### src/rtl/im_mem_param.sv
// im_mem_param: parametrised instruction memory with registered fetch,
// byte-enabled writes, address error flag and a streaming program loader.
// All state changes on the falling edge of clk; reset is synchronous.
module im_mem_param #(
  parameter int                      DATA_W   = 32,
  parameter int                      DEPTH    = 16,
  parameter int                      ADDR_W   = 32,
  parameter logic [DEPTH*DATA_W-1:0] INIT     = '0,
  parameter logic [DATA_W-1:0]       NOP_WORD = '0
) (
  input  logic                  clk,
  input  logic                  reset,
  input  logic                  memRead,
  input  logic                  memWrite,
  input  logic [ADDR_W-1:0]     pc,
  input  logic [DATA_W-1:0]     dataIn,
  input  logic [DATA_W/8-1:0]   byteEn,
  input  logic                  loadStart,
  input  logic                  loadValid,
  input  logic [DATA_W-1:0]     loadData,
  output logic [DATA_W-1:0]     IR,
  output logic                  irValid,
  output logic                  addrErr,
  output logic                  busy,
  output logic                  loadDone
);

  localparam int IDX_W = $clog2(DEPTH);
  localparam int BE_W  = DATA_W / 8;
  localparam logic [IDX_W-1:0] LAST_IDX = IDX_W'(DEPTH - 1);

  typedef enum logic [1:0] {
    IDLE = 2'd0,
    LOAD = 2'd1,
    DONE = 2'd2
  } state_t;

  state_t            state;
  state_t            state_nx;
  logic [DATA_W-1:0] mem [DEPTH];
  logic [IDX_W-1:0]  ptr;

  logic [IDX_W-1:0]  idx;
  logic              misaligned;
  logic              out_of_range;
  logic              addr_bad;
  logic              cpu_rd;
  logic              cpu_wr;
  logic              ld_wr;
  logic              ld_last;

  // Decode the byte address into a word index and its error conditions.
  always_comb begin
    idx          = pc[IDX_W+1:2];
    misaligned   = |pc[1:0];
    out_of_range = |pc[ADDR_W-1:IDX_W+2];
    addr_bad     = misaligned | out_of_range;
  end

  // Loader FSM next state plus the per-cycle access qualifiers it grants.
  always_comb begin
    state_nx = state;
    cpu_rd   = 1'b0;
    cpu_wr   = 1'b0;
    ld_wr    = 1'b0;
    ld_last  = 1'b0;
    case (state)
      IDLE: begin
        // A load request wins; the CPU access in the same cycle is dropped.
        if (loadStart) begin
          state_nx = LOAD;
        end else begin
          cpu_rd = memRead;
          cpu_wr = memWrite;
        end
      end
      LOAD: begin
        if (loadValid) begin
          ld_wr = 1'b1;
          if (ptr == LAST_IDX) begin
            ld_last  = 1'b1;
            state_nx = DONE;
          end else begin
            state_nx = LOAD;
          end
        end else begin
          state_nx = LOAD;
        end
      end
      DONE: begin
        // Fetches are served from the freshly loaded image; writes wait.
        cpu_rd   = memRead;
        state_nx = IDLE;
      end
      default: begin
        state_nx = IDLE;
      end
    endcase
  end

  // FSM state register.
  always_ff @(negedge clk) begin
    if (reset) begin
      state <= IDLE;
    end else begin
      state <= state_nx;
    end
  end

  // Storage array: reset image, loader words, or byte-enabled CPU writes.
  always_ff @(negedge clk) begin
    if (reset) begin
      for (int i = 0; i < DEPTH; i++) begin
        mem[i] <= INIT[i*DATA_W +: DATA_W];
      end
    end else if (ld_wr) begin
      mem[ptr] <= loadData;
    end else if (cpu_wr && !addr_bad) begin
      for (int k = 0; k < BE_W; k++) begin
        if (byteEn[k]) begin
          mem[idx][k*8 +: 8] <= dataIn[k*8 +: 8];
        end
      end
    end
  end

  // Registered fetch outputs, error flag, loader status and pointer.
  always_ff @(negedge clk) begin
    if (reset) begin
      IR       <= '0;
      irValid  <= 1'b0;
      addrErr  <= 1'b0;
      busy     <= 1'b0;
      loadDone <= 1'b0;
      ptr      <= '0;
    end else begin
      irValid  <= cpu_rd;
      loadDone <= ld_last;
      busy     <= (state_nx == LOAD);
      // Array reads see pre-edge contents, so a same-index write is read-before-write.
      if (cpu_rd) begin
        IR <= addr_bad ? NOP_WORD : mem[idx];
      end
      if (cpu_rd || cpu_wr) begin
        addrErr <= addr_bad;
      end
      if (ld_wr && !ld_last) begin
        ptr <= ptr + IDX_W'(1);
      end else if (ld_last || state != LOAD) begin
        ptr <= '0;
      end else begin
        ptr <= ptr;
      end
    end
  end

endmodule

### config.mk
export PLATFORM = sky130hd
export DESIGN_NAME = im_mem_param
export DESIGN_NICKNAME = d
export VERILOG_FILES = /design/src/rtl/im_mem_param.sv
export SDC_FILE = /design/constraint.sdc
export NUM_CORES = 1
export LEC_CHECK = 0
export BUFFER_PORTS_ARGS = -buffer_cell sky130_fd_sc_hd__buf_2
export CAP_MARGIN = 10
export CELL_PAD_IN_SITES_DETAIL_PLACEMENT = 1
export CELL_PAD_IN_SITES_GLOBAL_PLACEMENT = 1
export CORE_MARGIN = 2
export CORE_UTILIZATION = 35
export DETAILED_ROUTE_END_ITERATION = 8
export GPL_ROUTABILITY_DRIVEN = 0
export PLACE_DENSITY = 0.64
export SYNTH_ARGS = -nofsm -noshare
export SYNTH_HDL_FRONTEND = slang
export SYNTH_SLANG_ARGS = --single-unit
### constraint.sdc
create_clock -name clk -period 2.8 [get_ports clk]
set_input_delay 0.56 -clock clk [delete_from_list [all_inputs] [get_ports clk]]
set_output_delay 0.56 -clock clk [all_outputs]
set_load 0.01 [all_outputs]
======== Yosys cells after proc, flatten, opt, wreduce, memory -nomap -nowiden ========
Memories as Yosys holds them, arrays and structs flattened.
Cells that the tools add are included.
word-level totals
  RAM bits ................................ 512
  logic and storage cells ................. 74
  memories ................................ 1
  flip-flop bits (word level) ............. 42
  input bits .............................. 106
  output and inout bits ................... 36
operators by class
  add/subtract/negate cells ............... 1
  bitwise operators ....................... 1
  equal/unequal tests ..................... 5
  reductions and logical operators ........ 12
  muxes and demuxes ....................... 47
memories
  name  depth  width  read ports  clocked after memory_dff  write ports  RTL line  text
  mem   16     32     1           0                         16           40        logic [DATA_W-1:0] mem [DEPTH];
operators with widths
  operator             number
  $mux 32              3
  $reduce_or 32->1     2
  $mux 1               34
  $reduce_or 26->1     1
  $mux 4               5
  $mux 2               3
  $add 4x1->4 const B  1
  $eq 2x1->1 const B   2
  $eq 4x4->1 const B   1
  $pmux 2 s2           1
  $eq 2x2->1 const B   1
  $logic_and 1x1->1    2
  $logic_not 1->1      2
  $logic_not 2->1      1
  $logic_or 1x1->1     2
  $ne 2x1->1 const B   1
  $pmux 1 s2           1
  $reduce_bool 2->1    1
  $reduce_or 2->1      1
  $or 1x1->1           1

======== Longest topological paths before layout ========
  word-level depth ........................ 10
  gate-level depth with buffers ........... 9
  gate-level depth less buffers ........... 6

==> metrics.txt <==
H-tree depth=3; first-pass GRT wire length=130 mm; asr flop ratio synth=0%; Residual DRC=8; Die Y=276 µm; Die Wd=276 µm; Core Util, Final=49.8%; most frequent cells after synthesis=edfxtp_1, nor3_1, mux4_2; status=finished, violations left; Leakage Power=14.4 nW; PD cells=658 nW/µm²; placed inst area=31000 µm²; Max IR drop VDD=0.000371 V; DRT iter0 DRCs=1465; Post-synth EDFFs=512; TritonCTS sink count=554; Cell Chain, Critical Path=buf_8 > nor4_4 > and2_4 > and4_4 > buf_4 > mux2i_4 > buf_12 > o21bai_2; Req. time, crit path=1670 ps; setup ws final=-849 ps; synthesized net count=1785; all-layer global routing usage=22.8%; max-slew violations=0; Post-Syn Area per Cell=15.4 µm²; number of synthesized register bits=554; Crit-path slowest cell=o21bai_2; Non-Filler Instances=3556; dpl cells=2840; CTS Buffer Depth=3; WL/cell=24.4 µm; CP Capture Type=flop; max cap viols=0; Slew HR=55.0%; sequential area share after synthesis=62.7%; largest net degree at the start of global routing=43; startpoint types=input pin; top cells by area, synth=edfxtp_1, mux4_2, nor3_1; leading area contributor after synthesis=edfxtp_1; RSZ-0062 raised after global routing=yes; vias per inst=5.44; slew of the pin with the lowest slew margin=674 ps; top-count cell post-synth=edfxtp_1; root buffer cell=clkbuf_16; Post-DRT Antenna Nets=0; CTS tree=built; port buffer count=141; Max FO, Critical Path=8; post-synthesis cell type count=40; layout cell share with drive strength beyond 1=37.0%; FP Rows=99; DR vias=19400; Starting Density=35.4%; IO Count=142; global route total overflow=0; Area Growth Syn to Fin=40.8%; clock buffer count from CTS=66; Syn Inst Count=1678; Die ar.=76100 µm²; Final HPWL DP=53.4 mm; clock slew at reported path FFs=40 ps; final WL=86.7 mm; initial antenna violation count=0; core area=73100 µm²; Clock Skew=59.7 ps; router iterations before antenna repair=9; hold buffer count at CTS=0; Slowest Stage Delay on Critical Path=470 ps; Final Net Count=2653; # setup viols final=1093; hold slack=458 ps; Design Area, Final=36400 µm²; vias in the first global route=22300; failing checks=design-rule violations, negative setup slack; WP data arrival=2520 ps; final hold violation count=0; clk_lat worst skew=690 ps; Yosys warning count=0; share of the synthesized area in the top cell type=59.4%; Post-Syn Area=25900 µm²; crit path kind=in -> reg; Top FF cell, synth=edfxtp_1; Hold Crit Class=reg -> reg
-- cell usage in the layout (no fill, tap or decap), types with 4 or more instances in the layout --
cell and n:
nor3_4 9, mux2i_2 15, a32o_1 32, bufinv_16 12
inv_4 8, nor2_1 68, buf_4 169, a21o_1 4
o21bai_2 8, a21oi_1 6, buf_12 119, nor3_2 106
buf_2 135, mux4_2 160, inv_1 568, dfxtp_1 42
edfxtp_1 512, nor3_1 363, clkinvlp_2 12, mux2i_4 30
buf_6 19, clkbuf_16 71, nor4_4 8, nand2_1 8
nand2b_1 8, o21bai_4 56, nand4_1 6
-- per-stage QoR --
step	total power [W]	setup TNS, ps	setup slack (ps)
after CTS	0.0242	-757280	-843
after floorplan	0.0116	-1237310	-1260
final	0.0240	-777310	-849
after global routing	0.0252	-828940	-884
after detailed placement	0.0124	-1666200	-1760
after global placement	0.0124	-1651510	-1730
-- worst max-delay path, delay by kind of cell --
kind | cells | cell delay, ps
AND/OR/NAND/NOR | 3 | 910
multiplexers | 1 | 110
AO/OA/AOI/OAI | 1 | 470
buffers and inverters | 3 | 440
-- timing repair --
item | CTS | global route
endpoints found under the setup margin | 1093 | 1093
pin swaps | 20 | 7
gates resized for setup | 37 | 49
setup buffers | 27 | 14
cloned | 1 | 4
-- path summary, 6_finish.rpt --
path / startpoint / slack, ps / to / cells past startpoint
worst max-delay path: loadStart / -850 / mem[7][12]$_SDFFCE_NN0P_ / 8
worst min-delay path: IR[30]$_SDFFE_NP0P_ / 460 / IR[30]$_SDFFE_NP0P_ / 1
worst max register to register: state[1]$_SDFF_NP0_ / 210 / mem[7][12]$_SDFFCE_NN0P_ / 7
worst min register to register: IR[30]$_SDFFE_NP0P_ / 460 / IR[30]$_SDFFE_NP0P_ / 1
-- flip-flops by register name, summed over array words and instances (netlist names) --
| name | flops |
|---|---|
| IR | 32 |
| irValid | 1 |
| loadDone | 1 |
| busy | 1 |
| ptr | 4 |
| addrErr | 1 |
| mem | 512 |
| state | 2 |
-- power by group --
| group | total, W | switching, W | internal [W] |
|---|---|---|---|
| logic | 0.00180 | 0.000993 | 0.000805 |
| clock network | 0.0127 | 0.00610 | 0.00663 |
| registers | 0.00944 | 0.0000936 | 0.00934 |
-- logic make-up (layout without fill, tap and decap cells) --
kind of cell,Yosys count,after routing,share of synthesized area [%]
XOR/XNOR,2,2,0.0677
multiplexers,205,205,16.5
flip-flops,554,554,62.7
adder cells (fa/ha/maj),1,1,0.0483
AND/OR/NAND/NOR,592,592,13.3
other,0,1,0
AO/OA/AOI/OAI,119,119,3.70
buffers and inverters,205,1123,3.79
-- routing by layer --
layer  GRT usage (%)  up-vias  wire length (µm)
met5               0        -                 0
met4            9.80        0              2050
met1            27.7     9974             34900
li1                -     8482                 -
met3            5.70      144              4840
met2            38.5      752             44900
-- final cells by class --
class,instances,area [µm²]
well taps,959,1200
fillers,7374,36700
multi-input cells,919,9920
flip-flops and latches,554,16200
repair buffers,449,4700
clock inverters,604,2670
inverters,2,7.51
diodes,1,2.50
clock buffers,68,1700
Note: power is estimated with default switching activity, not from simulation.
